`config.mk`:
```
export PLATFORM = sky130hd
export DESIGN_NAME = ahb_bm_input_stage
export DESIGN_NICKNAME = d
export VERILOG_FILES = /design/src/rtl/bm_pkg.sv /design/src/rtl/ahb_bm_input_stage.sv
export SDC_FILE = /design/constraint.sdc
export NUM_CORES = 1
export LEC_CHECK = 0
export CAP_MARGIN = 10
export CORE_UTILIZATION = 41
export DETAILED_ROUTE_END_ITERATION = 8
export PLACE_DENSITY = 0.82
export SYNTH_ARGS = -nofsm -noshare
export SYNTH_HDL_FRONTEND = slang
export SYNTH_SLANG_ARGS = --single-unit
```
`constraint.sdc`:
```
create_clock -name HCLK -period 4.4 [get_ports HCLK]
set_clock_uncertainty 0.05 [all_clocks]
set_input_delay 0.88 -clock HCLK [delete_from_list [all_inputs] [get_ports HCLK]]
set_output_delay 0.88 -clock HCLK [all_outputs]
set_load 0.005 [all_outputs]
```
`src/rtl/bm_pkg.sv`:
```
// Shared bus-matrix definitions: HTRANS/HRESP encodings and port index width.
package bm_pkg;

    typedef enum logic [1:0] {
        HTRANS_IDLE   = 2'b00,
        HTRANS_BUSY   = 2'b01,
        HTRANS_NONSEQ = 2'b10,
        HTRANS_SEQ    = 2'b11
    } htrans_e;

    localparam logic HRESP_OKAY  = 1'b0;
    localparam logic HRESP_ERROR = 1'b1;

    localparam int PORT_IDX_WIDTH = 3;

    typedef enum logic {
        ST_IDLE = 1'b0,
        ST_HELD = 1'b1
    } pend_state_e;

endpackage

```
`src/rtl/ahb_bm_input_stage.sv`:
```
// Per-master input stage: holds an address phase the target port cannot take yet,
// tracks the data phase, and routes the owning slave's ready/response back.
//
// state   | meaning
// ST_IDLE | live master transfer presented to the decoder
// ST_HELD | captured transfer presented; master stalled until granted
module ahb_bm_input_stage
    import bm_pkg::*;
#(
    parameter int ADDR_WIDTH = 32,
    parameter int PROT_WIDTH = 4
) (
    input  logic                  HCLK,
    input  logic                  HRESETn,
    input  logic                  HSELS,
    input  logic [ADDR_WIDTH-1:0] HADDRS,
    input  logic [1:0]            HTRANSS,
    input  logic                  HWRITES,
    input  logic [2:0]            HSIZES,
    input  logic [2:0]            HBURSTS,
    input  logic [PROT_WIDTH-1:0] HPROTS,
    input  logic                  HMASTLOCKS,
    input  logic                  HREADYS,
    output logic                  HREADYOUTS,
    output logic                  HRESPS,
    output logic                  sel_op,
    output logic [ADDR_WIDTH-1:0] addr_op,
    output logic [1:0]            trans_op,
    output logic                  write_op,
    output logic [2:0]            size_op,
    output logic [2:0]            burst_op,
    output logic [PROT_WIDTH-1:0] prot_op,
    output logic                  mastlock_op,
    output logic                  held_tran_op,
    input  logic                  active_op,
    input  logic                  readyout_op,
    input  logic                  resp_op
);

    pend_state_e state, state_nxt;
    logic        data_pend;
    logic        new_tran;
    logic        capture;

    logic                  hold_sel;
    logic [ADDR_WIDTH-1:0] hold_addr;
    logic [1:0]            hold_trans;
    logic                  hold_write;
    logic [2:0]            hold_size;
    logic [2:0]            hold_burst;
    logic [PROT_WIDTH-1:0] hold_prot;
    logic                  hold_mastlock;

    assign new_tran = HSELS & HREADYS & HTRANSS[1];

    always_ff @(posedge HCLK or negedge HRESETn) begin
        if (!HRESETn) begin
            state <= ST_IDLE;
        end else begin
            state <= state_nxt;
        end
    end

    always_comb begin
        state_nxt = state;
        capture   = 1'b0;
        case (state)
            ST_IDLE: begin
                if (new_tran && !active_op) begin
                    state_nxt = ST_HELD;
                    capture   = 1'b1;
                end
            end
            ST_HELD: begin
                if (active_op) begin
                    state_nxt = ST_IDLE;
                end
            end
            default: state_nxt = ST_IDLE;
        endcase
    end

    // Holding registers only load on entry to ST_HELD, so they stay frozen while stalled.
    always_ff @(posedge HCLK or negedge HRESETn) begin
        if (!HRESETn) begin
            hold_sel      <= 1'b0;
            hold_addr     <= '0;
            hold_trans    <= HTRANS_IDLE;
            hold_write    <= 1'b0;
            hold_size     <= '0;
            hold_burst    <= '0;
            hold_prot     <= '0;
            hold_mastlock <= 1'b0;
        end else if (capture) begin
            hold_sel      <= HSELS;
            hold_addr     <= HADDRS;
            hold_trans    <= HTRANSS;
            hold_write    <= HWRITES;
            hold_size     <= HSIZES;
            hold_burst    <= HBURSTS;
            hold_prot     <= HPROTS;
            hold_mastlock <= HMASTLOCKS;
        end
    end

    // A fresh acceptance wins over completion of the previous data phase.
    always_ff @(posedge HCLK or negedge HRESETn) begin
        if (!HRESETn) begin
            data_pend <= 1'b0;
        end else if (active_op && trans_op[1]) begin
            data_pend <= 1'b1;
        end else if (readyout_op) begin
            data_pend <= 1'b0;
        end
    end

    always_comb begin
        held_tran_op = (state == ST_HELD);
        if (held_tran_op) begin
            sel_op      = hold_sel;
            addr_op     = hold_addr;
            trans_op    = hold_trans;
            write_op    = hold_write;
            size_op     = hold_size;
            burst_op    = hold_burst;
            prot_op     = hold_prot;
            mastlock_op = hold_mastlock;
        end else begin
            sel_op      = HSELS;
            addr_op     = HADDRS;
            trans_op    = HTRANSS;
            write_op    = HWRITES;
            size_op     = HSIZES;
            burst_op    = HBURSTS;
            prot_op     = HPROTS;
            mastlock_op = HMASTLOCKS;
        end
    end

    assign HREADYOUTS = held_tran_op ? 1'b0 : (data_pend ? readyout_op : 1'b1);
    assign HRESPS     = data_pend ? resp_op : HRESP_OKAY;

endmodule

```
==> flow_summary.json, run 1 <==
{
  "timing.critical_path.arrival_ns": 2.34,
  "power_switching_w": 0.000282,
  "timing.max_cap.violations": 0,
  "grtUsageTotal": 0.163,
  "synth_most_common_cell": "mux2_2",
  "avgViaCountPerCell": 4.89,
  "crit_path_max_cell_delay_ns": 1.14,
  "num_antenna_cells": 0,
  "postSynthCellCount": 160,
  "numClockSinks": 49,
  "final-setup-viol-count": 0,
  "path_clk_slew_ns": 0.09,
  "routed_wirelength_mm": 5.11,
  "pwr-share-seq": 0.510,
  "clkLatencyLatePin_ns": 0.29,
  "min_period_over_period": 0.744,
  "pnr_total_power_w": 0.00120,
  "synth_fp_nets": 213,
  "synth_top_cell_area_share": 0.480,
  "power.static_leakage_nw": 1.51,
  "fin_area_mm2": 0.00367,
  "grt_overflow_total": 0,
  "detailed_routing_iteration_count_for_the_pre_antenna_repair_pass": 2,
  "drc": 0,
  "rsz0062_at_grt": "false",
  "grt_pass1_vias": 1699,
  "place_ws_ns": 1.35,
  "nFillCells": 495,
  "ys_top_cells_by_count": "64 x mux2_2, 49 x dfrtp_1, 28 x mux2_4",
  "gate_power_share": 0.288,
  "finalWeightedCongestion": 0.694,
  "period_minus_slack_ns": 3.27,
  "capturing_element_type_of_the_critical_path": "output port",
  "worst_setup_slack_final_ns": 1.13,
  "die_height_um": 80.9,
  "ys.flop_type": "dfrtp_1",
  "timing.critical_path.slowest_stage_cell": "dfrtp_2",
  "layout-drive-gt1-share": 0.408,
  "area_of_combinational_cells_with_multiple_inputs_mm2": 0.00122,
  "synth.largest_area_cell": "dfrtp_1",
  "status": "finished, final reports clean",
  "initial_utilization": 0.429,
  "critical_path.cell_chain": "mux2_2, clkdlybuf4s50_1",
  "cell_area_after_technology_mapping_mm2": 0.00255,
  "worstPathRequired_ns": 3.47,
  "yosysUniqueCellTypes": 15,
  "synth_async_sr_flop_share": 1.00,
  "synth-warning-count": 0,
  "dpl_cell_area_mm2": 0.00357,
  "max_freq_mhz": 305,
  "synth-edff-count": 0,
  "slew-limit-headroom": 0.234,
  "hold_buffers": 0,
  "cts.repair_timing.setup_buffer_count": 0,
  "root_buffer_master": "clkbuf_8",
  "post_synth.cell_area_avg_um2": 16.0,
  "detailedPlacementHpwl_mm": 3.52,
  "cts_max_level": 2,
  "hold_path.class": "reg -> reg",
  "share_of_the_yosys_chip_area_belonging_to_registers": 0.480,
  "detailedRoute.firstIterationViolations": 57,
  "ys_ff_latch": 49,
  "power.share.clock": 0.203,
  "wl_per_cell_um": 15.2,
  "antenna_violations_before_repair": 0,
  "report.final.hold_viol_count": 0,
  "hold_ws_ns": 0.441,
  "number_of_nets_in_the_final_layout": 315,
  "top_fanout_value_on_the_critical_path": 51,
  "grt_first_pass_wirelength_mm": 8.11,
  "maximum_number_of_pins_on_one_net_before_global_route_repair": 52,
  "irDropWorstVdd_uv": 212,
  "worst_slew_pin_slew_ns": 1.15,
  "area_of_the_core_mm2": 0.00596,
  "drtAntennaViolNets": 0,
  "cts_inserted_buffers": 5,
  "intPower_w": 0.000919,
  "cts_tree": "yes",
  "vias": 1647,
  "synthToLayoutAreaGrowth_pct": 43.9,
  "boundaryPins": 103,
  "power.density_cell_area_mw_per_mm2": 327,
  "chipWidth_um": 80.9,
  "clockBufferDepth": 2,
  "std_cell_rows": 28,
  "ff_latch_area_mm2": 0.00123,
  "switching_share": 0.235,
  "post_cts_resized": 0,
  "drv_slew": 0,
  "setup_total_negative_slack_ns": 0,
  "place.port_buffers": 102,
  "worstSetupPathType": "reg -> out",
  "worstSetupStartpointType": "register",
  "design.die.area_mm2": 0.00654,
  "cell_types_occupying_the_most_area_after_synthesis": "dfrtp_1 48%, mux2_2 28%, mux2_4 16%"
}
## state kept, by name, indices dropped and copies added, names as in the netlist
register	cells
hold_burst	3
hold_write	1
data_pend	1
hold_sel	1
hold_addr	32
hold_trans	2
held_tran_op	1
hold_size	3
hold_prot	4
hold_mastlock	1
## layout by cell type (no fill, tap or decap)
master,Yosys,routed
nand4b_4,1,1
clkbuf_1,0,1
mux2i_1,1,1
buf_4,3,2
or2_2,2,2
inv_1,1,1
and2_1,1,1
mux2_2,64,64
buf_2,3,1
buf_12,3,1
clkinv_2,0,1
dfrtp_2,0,1
mux2_4,28,28
nor2_4,0,1
clkdlybuf4s50_1,0,101
clkbuf_8,0,5
a22o_1,1,1
dfrtp_1,49,48
a21oi_1,1,1
## worst max-delay path: cells and delay by family, from the launching register on
kind | cells | cell delay, ns
buffers and inverters | 1 | 0.45
flip-flops | 1 | 1.14
multiplexers | 1 | 0.46
## through the flow
step	util	cells
2_1_floorplan	-	160
3_3_place_gp	0.600	329
3_5_place_dp	0.600	329
4_1_cts	0.613	336
5_1_grt	0.617	337
6_report	0.617	337
## cell families (layout without fill, tap and decap cells)
kind of cell           Yosys count  count (layout)  synth area share
multiplexers                    93              93             0.451
flip-flops                      49              49             0.480
buffers and inverters           11             113            0.0441
AND/OR/NAND/NOR                  5               5            0.0191
AO/OA/AOI/OAI                    2               2           0.00539
## power groups by stage
stage | sequential (W) | clock, W | combinational [W]
after CTS | 0.000612 | 0.000254 | 0.000349
after global routing | 0.000625 | 0.000269 | 0.000371
final | 0.000612 | 0.000243 | 0.000346
after detailed placement | 0.000619 | 0 | 0.000346
after global placement | 0.000614 | 0 | 0.000339
after floorplan | 0.000594 | 0 | 0.000201
## per-layer routing
layer	track usage	wire, um
met5	0	0
met4	0.0500	57
met3	0.0461	340
met2	0.261	2470
met1	0.215	2240
## worst paths after layout
check / cells after the start / start / slack (ns) / to
min in group asynchronous: 1 / HRESETn / 0.47 / hold_trans[0]$_DFFE_PN0P_
max in group asynchronous: 2 / HRESETn / 3.30 / hold_addr[14]$_DFFE_PN0P_
worst max-delay path: 2 / held_tran_op$_DFF_PN0_ / 1.13 / trans_op[1]
worst max register to register: 3 / held_tran_op$_DFF_PN0_ / 2.40 / hold_prot[3]$_DFFE_PN0P_
worst min-delay path: 1 / hold_sel$_DFFE_PN0P_ / 0.44 / hold_sel$_DFFE_PN0P_
worst min register to register: 1 / hold_sel$_DFFE_PN0P_ / 0.44 / hold_sel$_DFFE_PN0P_
## final cells by class
class / instances / area share
multi-input cells: 100 / 0.332
clock buffers: 6 / 0.0198
repair buffers: 105 / 0.286
clock inverters: 1 / 0.00136
well taps: 75 / 0.0256
inverters: 1 / 0.00102
flip-flops and latches: 49 / 0.334
Power figures use the tool's default switching activity.
==> run 2, diff against run 1 <==
==> constraint.sdc (replaced) <==
create_clock -name HCLK -period 3.25 [get_ports HCLK]
set_clock_uncertainty 0.05 [all_clocks]
set_input_delay 0.65 -clock HCLK [delete_from_list [all_inputs] [get_ports HCLK]]
set_output_delay 0.65 -clock HCLK [all_outputs]
set_load 0.005 [all_outputs]
==> run 2 against run 1 <==
Die area unchanged. Count of clock-buffer cells in the layout grew 2. Highest routed layer unchanged. Largest power group unchanged. Sequential share of layout area fell by 0.18 points. Non-clock buffer count up 1. Combinational power grew 37%. Critical endpoint unchanged. Via count is 2.0% higher. Critical path depth increased by 1. Critical path type unchanged. Sequential power is 34% higher.
==> flow_summary.json, run 2 (synthesis results as in run 1) <==
{
  "period_minus_slack_ns": 2.86,
  "detailed_routing_iteration_count_for_the_pre_antenna_repair_pass": 4,
  "nFillCells": 479,
  "cts_inserted_buffers": 5,
  "synthToLayoutAreaGrowth_pct": 44.7,
  "grt_first_pass_wirelength_mm": 8.36,
  "final_common_cell": "clkdlybuf4s50_1",
  "numClockSinks": 49,
  "area_of_the_core_mm2": 0.00596,
  "detailedRoute.firstIterationViolations": 28,
  "place.port_buffers": 102,
  "largest_register_ff_count": 32,
  "num_antenna_cells": 0,
  "power.static_leakage_nw": 1.52,
  "hold_ws_ns": 0.354,
  "antenna_violations_before_repair": 0,
  "instances_no_fill": 339,
  "number_of_nets_in_the_final_layout": 316,
  "maximum_number_of_pins_on_one_net_before_global_route_repair": 34,
  "top_register": "hold_addr",
  "min_period_over_period": 0.880,
  "top_fanout_value_on_the_critical_path": 27,
  "wl_per_cell_um": 15.2,
  "crit_path_max_cell_delay_ns": 0.75,
  "ff_latch_area_mm2": 0.00123,
  "most-common-layout-cells": "101 x clkdlybuf4s50_1, 64 x mux2_2, 48 x dfrtp_1, 28 x mux2_4, 6 x clkbuf_8",
  "root_buffer_master": "clkbuf_8",
  "routed_wirelength_mm": 5.14,
  "cts.repair_timing.setup_buffer_count": 0,
  "capturing_element_type_of_the_critical_path": "output port",
  "layout-drive-gt1-share": 0.409,
  "cts_max_level": 2,
  "status": "finished, final reports clean",
  "path_clk_slew_ns": 0.09,
  "grt_use_met1": 0.219,
  "worstPathRequired_ns": 2.55,
  "max_freq_mhz": 350,
  "drv_slew": 0,
  "drtAntennaViolNets": 0,
  "met3_layer_usage_reported_by_global_route": 0.0494,
  "cells_after_dpl": 331,
  "initial_utilization": 0.429,
  "boundaryPins": 103,
  "irDropWorstVdd_uv": 238,
  "post_cts_resized": 0,
  "finalWeightedCongestion": 0.706,
  "hold_buffers": 0,
  "clkLatencyLatePin_ns": 0.29,
  "slew-limit-headroom": 0.510,
  "largest_registers": "hold_addr: 32 flops, hold_prot: 4 flops",
  "grt_overflow_total": 0,
  "design.die.area_mm2": 0.00654,
  "critical_path.cell_chain": "buf_12, mux2_2, clkdlybuf4s50_1",
  "timing.critical_path.slowest_stage_cell": "dfrtp_2",
  "rsz0062_at_grt": "false",
  "vias": 1680,
  "worst_slew_pin_slew_ns": 0.735,
  "area_of_combinational_cells_with_multiple_inputs_mm2": 0.00122,
  "gr-max-usage-layer": "met2",
  "ff2ff_path_depth": 4,
  "grt_pass1_vias": 1726,
  "hold_path.class": "in -> async",
  "timing.max_cap.violations": 0,
  "worstSetupPathType": "reg -> out",
  "setup_total_negative_slack_ns": 0,
  "cts_tree": "yes",
  "detailedPlacementHpwl_mm": 3.65,
  "std_cell_rows": 28,
  "avgViaCountPerCell": 4.96,
  "report.final.hold_viol_count": 0,
  "drc": 0,
  "clockBufferDepth": 2,
  "worstSetupStartpointType": "register",
  "groute.layer.met2.usage": 0.270,
  "power.density_cell_area_mw_per_mm2": 449,
  "chipWidth_um": 80.9,
  "final-setup-viol-count": 0,
  "die_height_um": 80.9,
  "grtUsageTotal": 0.167,
  "timing.critical_path.arrival_ns": 2.16
}
==> run 2: routing by layer <==
layer,part of all wire,vias up
met2,0.48,56
li1,-,777
met1,0.44,842
met4,0.0072,0
met3,0.077,5
met5,0,-
==> run 2: worst max-delay path: cells and delay by family (launching register included) <==
kind	cells	cell delay, ns
flops	1	0.75
buf+inv	2	0.72
mux	1	0.38
==> run 2: path summary, 6_finish.rpt <==
check	slack [ns]	end	startpoint
min in group HCLK	0.43	hold_sel$_DFFE_PN0P_	hold_sel$_DFFE_PN0P_
worst max register to register	1.32	hold_addr[0]$_DFFE_PN0P_	held_tran_op$_DFF_PN0_
max in group asynchronous	2.07	hold_mastlock$_DFFE_PN0P_	HRESETn
worst min register to register	0.43	hold_sel$_DFFE_PN0P_	hold_sel$_DFFE_PN0P_
worst min-delay path	0.35	hold_burst[0]$_DFFE_PN0P_	HRESETn
worst max-delay path	0.39	trans_op[1]	held_tran_op$_DFF_PN0_
==> run 2: layout make-up <==
cell class / instances / share of cell area
repair buffers: 106 / 0.287
inverters: 1 / 0.00102
multi-input cells: 100 / 0.330
clock buffers: 8 / 0.0244
well taps: 75 / 0.0254
flip-flops and latches: 49 / 0.332
==> run 2: through the flow <==
step	utilization	setup slack (ns)	total power, W	area [um^2]
2_1_floorplan	-	1.38	0.00108	2550
3_3_place_gp	0.605	0.691	0.00129	3600
3_5_place_dp	0.605	0.679	0.00131	3600
4_1_cts	0.620	0.358	0.00168	3690
5_1_grt	0.620	0.283	0.00175	3690
6_report	0.620	0.391	0.00166	3690
==> run 2: power breakdown <==
| part | internal [W] | switching (W) | leakage (nW) |
|---|---|---|---|
| clock network | 0.000174 | 0.000189 | 0.0455 |
| registers | 0.000747 | 0.0000730 | 0.584 |
| logic | 0.000351 | 0.000123 | 0.888 |
==> run 3, diff against run 2 <==
--- a/config.mk
+++ b/config.mk
@@ -5,6 +5,7 @@
 export SDC_FILE = /design/constraint.sdc
 export NUM_CORES = 1
 export LEC_CHECK = 0
+export ABC_AREA = 1
 export CAP_MARGIN = 10
 export CORE_UTILIZATION = 41
 export DETAILED_ROUTE_END_ITERATION = 8
==> run 3 against run 2 <==
Hold slack improved by 0.056 ns. Routed wire length rose by 18%. Critical endpoint is now addr_op[2]. Power down 7.2%. Largest power group unchanged. Via count is 49% higher.
==> flow_summary.json, run 3 <==
{
  "status": "finished, final reports clean",
  "boundaryPins": 103,
  "ys_top_cells_by_count": "279 x nand2_1, 49 x dfrtp_1, 9 x buf_2",
  "grtUsageTotal": 0.206,
  "cell_types_occupying_the_most_area_after_synthesis": "dfrtp_1 50%, nand2_1 42%, buf_2 1.8%",
  "timing.critical_path.arrival_ns": 2.12,
  "layout-drive-gt1-share": 0.0328,
  "worst_slew_pin_slew_ns": 1.07,
  "grt_pass1_vias": 2372,
  "num_antenna_cells": 0,
  "initial_utilization": 0.438,
  "cts.repair_timing.setup_buffer_count": 0,
  "power.density_cell_area_mw_per_mm2": 429,
  "clkLatencyLatePin_ns": 0.29,
  "synth_most_common_cell": "nand2_1",
  "crit_path_max_cell_delay_ns": 0.51,
  "gate_power_share": 0.255,
  "pwr-share-seq": 0.514,
  "critical_path.cell_chain": "inv_2, buf_4, nand2_1, nand2_1, clkdlybuf4s50_1",
  "chipWidth_um": 79.6,
  "post_cts_resized": 0,
  "pnr_total_power_w": 0.00154,
  "nFillCells": 486,
  "std_cell_rows": 27,
  "worstSetupStartpointType": "register",
  "min_period_over_period": 0.869,
  "top_fanout_value_on_the_critical_path": 31,
  "ys_ff_latch": 49,
  "synth_simple_gate_area_frac": 0.434,
  "grt_overflow_total": 0,
  "hold_path.class": "reg -> reg",
  "report.final.hold_viol_count": 0,
  "period_minus_slack_ns": 2.82,
  "synth_async_sr_flop_share": 1.00,
  "post_synth.cell_area_avg_um2": 6.80,
  "most-common-layout-cells": "279 x nand2_1, 101 x clkdlybuf4s50_1, 49 x dfrtp_1, 6 x inv_1, 6 x clkbuf_8",
  "drc": 0,
  "drv_slew": 0,
  "grt_first_pass_wirelength_mm": 10.2,
  "design.die.area_mm2": 0.00634,
  "hold_buffers": 0,
  "cts_tree": "yes",
  "largest_family_of_logic_cells_by_synthesized_area": "simple AND/OR/NAND/NOR gates",
  "intPower_w": 0.00111,
  "cts_inserted_buffers": 5,
  "power_switching_w": 0.000423,
  "worstPathRequired_ns": 2.55,
  "largest_registers": "hold_addr: 32 flops, hold_prot: 4 flops",
  "synth_compound_area_frac": 0.00811,
  "synthAdderAreaFrac": 0,
  "synth-edff-count": 0,
  "capturing_element_type_of_the_critical_path": "output port",
  "yosysUniqueCellTypes": 13,
  "maximum_number_of_pins_on_one_net_before_global_route_repair": 50,
  "cts_max_level": 2,
  "ff2ff_path_depth": 6,
  "synthToLayoutAreaGrowth_pct": 45.4,
  "final_common_cell": "nand2_1",
  "irDropWorstVdd_uv": 249,
  "worstSetupPathType": "reg -> out",
  "synth_fp_nets": 416,
  "switching_share": 0.275,
  "routed_wirelength_mm": 6.06,
  "antenna_violations_before_repair": 0,
  "final-setup-viol-count": 0,
  "max_freq_mhz": 354,
  "detailedRoute.firstIterationViolations": 118,
  "top_register": "hold_addr",
  "critPathBufInv": 3,
  "path_delay_family": "buffers and inverters",
  "share_of_the_yosys_chip_area_belonging_to_registers": 0.497,
  "clockBufferDepth": 2,
  "wl_per_cell_um": 11.5,
  "numClockSinks": 49,
  "root_buffer_master": "clkbuf_8",
  "largest_register_ff_count": 32,
  "timing.critical_path.slowest_stage_cell": "clkdlybuf4s50_1",
  "worstSetupPathDepth": 5,
  "postSynthCellCount": 363,
  "vias": 2498,
  "setup_total_negative_slack_ns": 0,
  "area_of_the_core_mm2": 0.00564,
  "number_of_nets_in_the_final_layout": 510,
  "die_height_um": 79.6,
  "synth-warning-count": 0,
  "timing.max_cap.violations": 0,
  "yosys.area_share.xor_xnor": 0,
  "detailed_routing_iteration_count_for_the_pre_antenna_repair_pass": 4,
  "detailedPlacementHpwl_mm": 4.09,
  "power.static_leakage_nw": 1.92,
  "power.share.clock": 0.231,
  "cell_area_after_technology_mapping_mm2": 0.00247,
  "synth.mux.area_fraction": 0,
  "rsz0062_at_grt": "false",
  "synth.largest_area_cell": "dfrtp_1",
  "place.port_buffers": 102,
  "crit_top_cell": "nand2_1",
  "path_clk_slew_ns": 0.08,
  "ff_latch_area_mm2": 0.00123,
  "hold_crit_depth": 2,
  "avgViaCountPerCell": 4.72,
  "slew-limit-headroom": 0.285,
  "area_of_combinational_cells_with_multiple_inputs_mm2": 0.00110,
  "synth_top_cell_area_share": 0.497,
  "drtAntennaViolNets": 0,
  "finalWeightedCongestion": 0.779,
  "ys.flop_type": "dfrtp_1"
}
run 3: cell types whose count changed after synthesis, sizes merged, moves of 2 or more:
cell,delta
buf,+5
nand3,+2
inv,+7
clkbuf,+4
mux2,-92
nand2,+279
or2,-2
o21ai,+3
run 3: area by class of cell:
class,count,area share
flip-flops and latches,49,0.342
clock buffers,7,0.0241
multi-input cells,287,0.306
inverters,8,0.00837
repair buffers,106,0.295
well taps,72,0.0251
run 3: final timing paths:
check / from / end / slack (ns)
min reg2reg: hold_sel$_DFFE_PN0P_ / hold_sel$_DFFE_PN0P_ / 0.41
max reg2reg: held_tran_op$_DFF_PN0_ / hold_size[1]$_DFFE_PN0P_ / 1.25
min: hold_sel$_DFFE_PN0P_ / hold_sel$_DFFE_PN0P_ / 0.41
max: held_tran_op$_DFF_PN0_ / addr_op[2] / 0.43
min in group asynchronous: HRESETn / hold_addr[27]$_DFFE_PN0P_ / 0.50
max in group asynchronous: HRESETn / hold_addr[3]$_DFFE_PN0P_ / 1.99
run 3: stage by stage:
stage                     hold WS (ns)  area, um^2  worst slack (ns)  cells   util
after detailed placement         0.392        3500             0.565    522  0.621
after global routing             0.441        3590             0.310    529  0.636
final                            0.409        3590             0.426    529  0.636
after global placement           0.395        3500             0.620    522  0.621
after CTS                        0.413        3590             0.408    529  0.636
after floorplan                  0.304        2470              1.60    363      -
run 3: metal layers:
| metal | part of all wire | track usage | up-vias |
|---|---|---|---|
| met1 | 0.43 | 0.239 | 1145 |
| met4 | 0.0099 | 0.0509 | 0 |
| li1 | - | - | 1264 |
| met2 | 0.50 | 0.381 | 83 |
| met3 | 0.066 | 0.0423 | 6 |
| met5 | 0 | 0 | - |
run 3: cells by family (layout without fill, tap and decap cells):
logic type	Yosys count	count (layout)
DFF	49	49
and+or+nand+nor	283	283
AOI/OAI and AO/OA	4	4
buffers and inverters	27	121
run 3: power by group through the flow:
| stage | clock network (W) | registers [W] | logic (W) |
|---|---|---|---|
| finish | 0.000355 | 0.000790 | 0.000393 |
| global route | 0.000386 | 0.000807 | 0.000446 |
| CTS | 0.000365 | 0.000791 | 0.000399 |
| detailed placement | 0 | 0.000802 | 0.000398 |
| global placement | 0 | 0.000797 | 0.000386 |
| floorplan | 0 | 0.000788 | 0.000181 |
run 3: worst min-delay path: stages, from the launching register on:
cell and delay [ns]:
dfrtp_1 0.32, inv_1 0.05, nand2_1 0.06
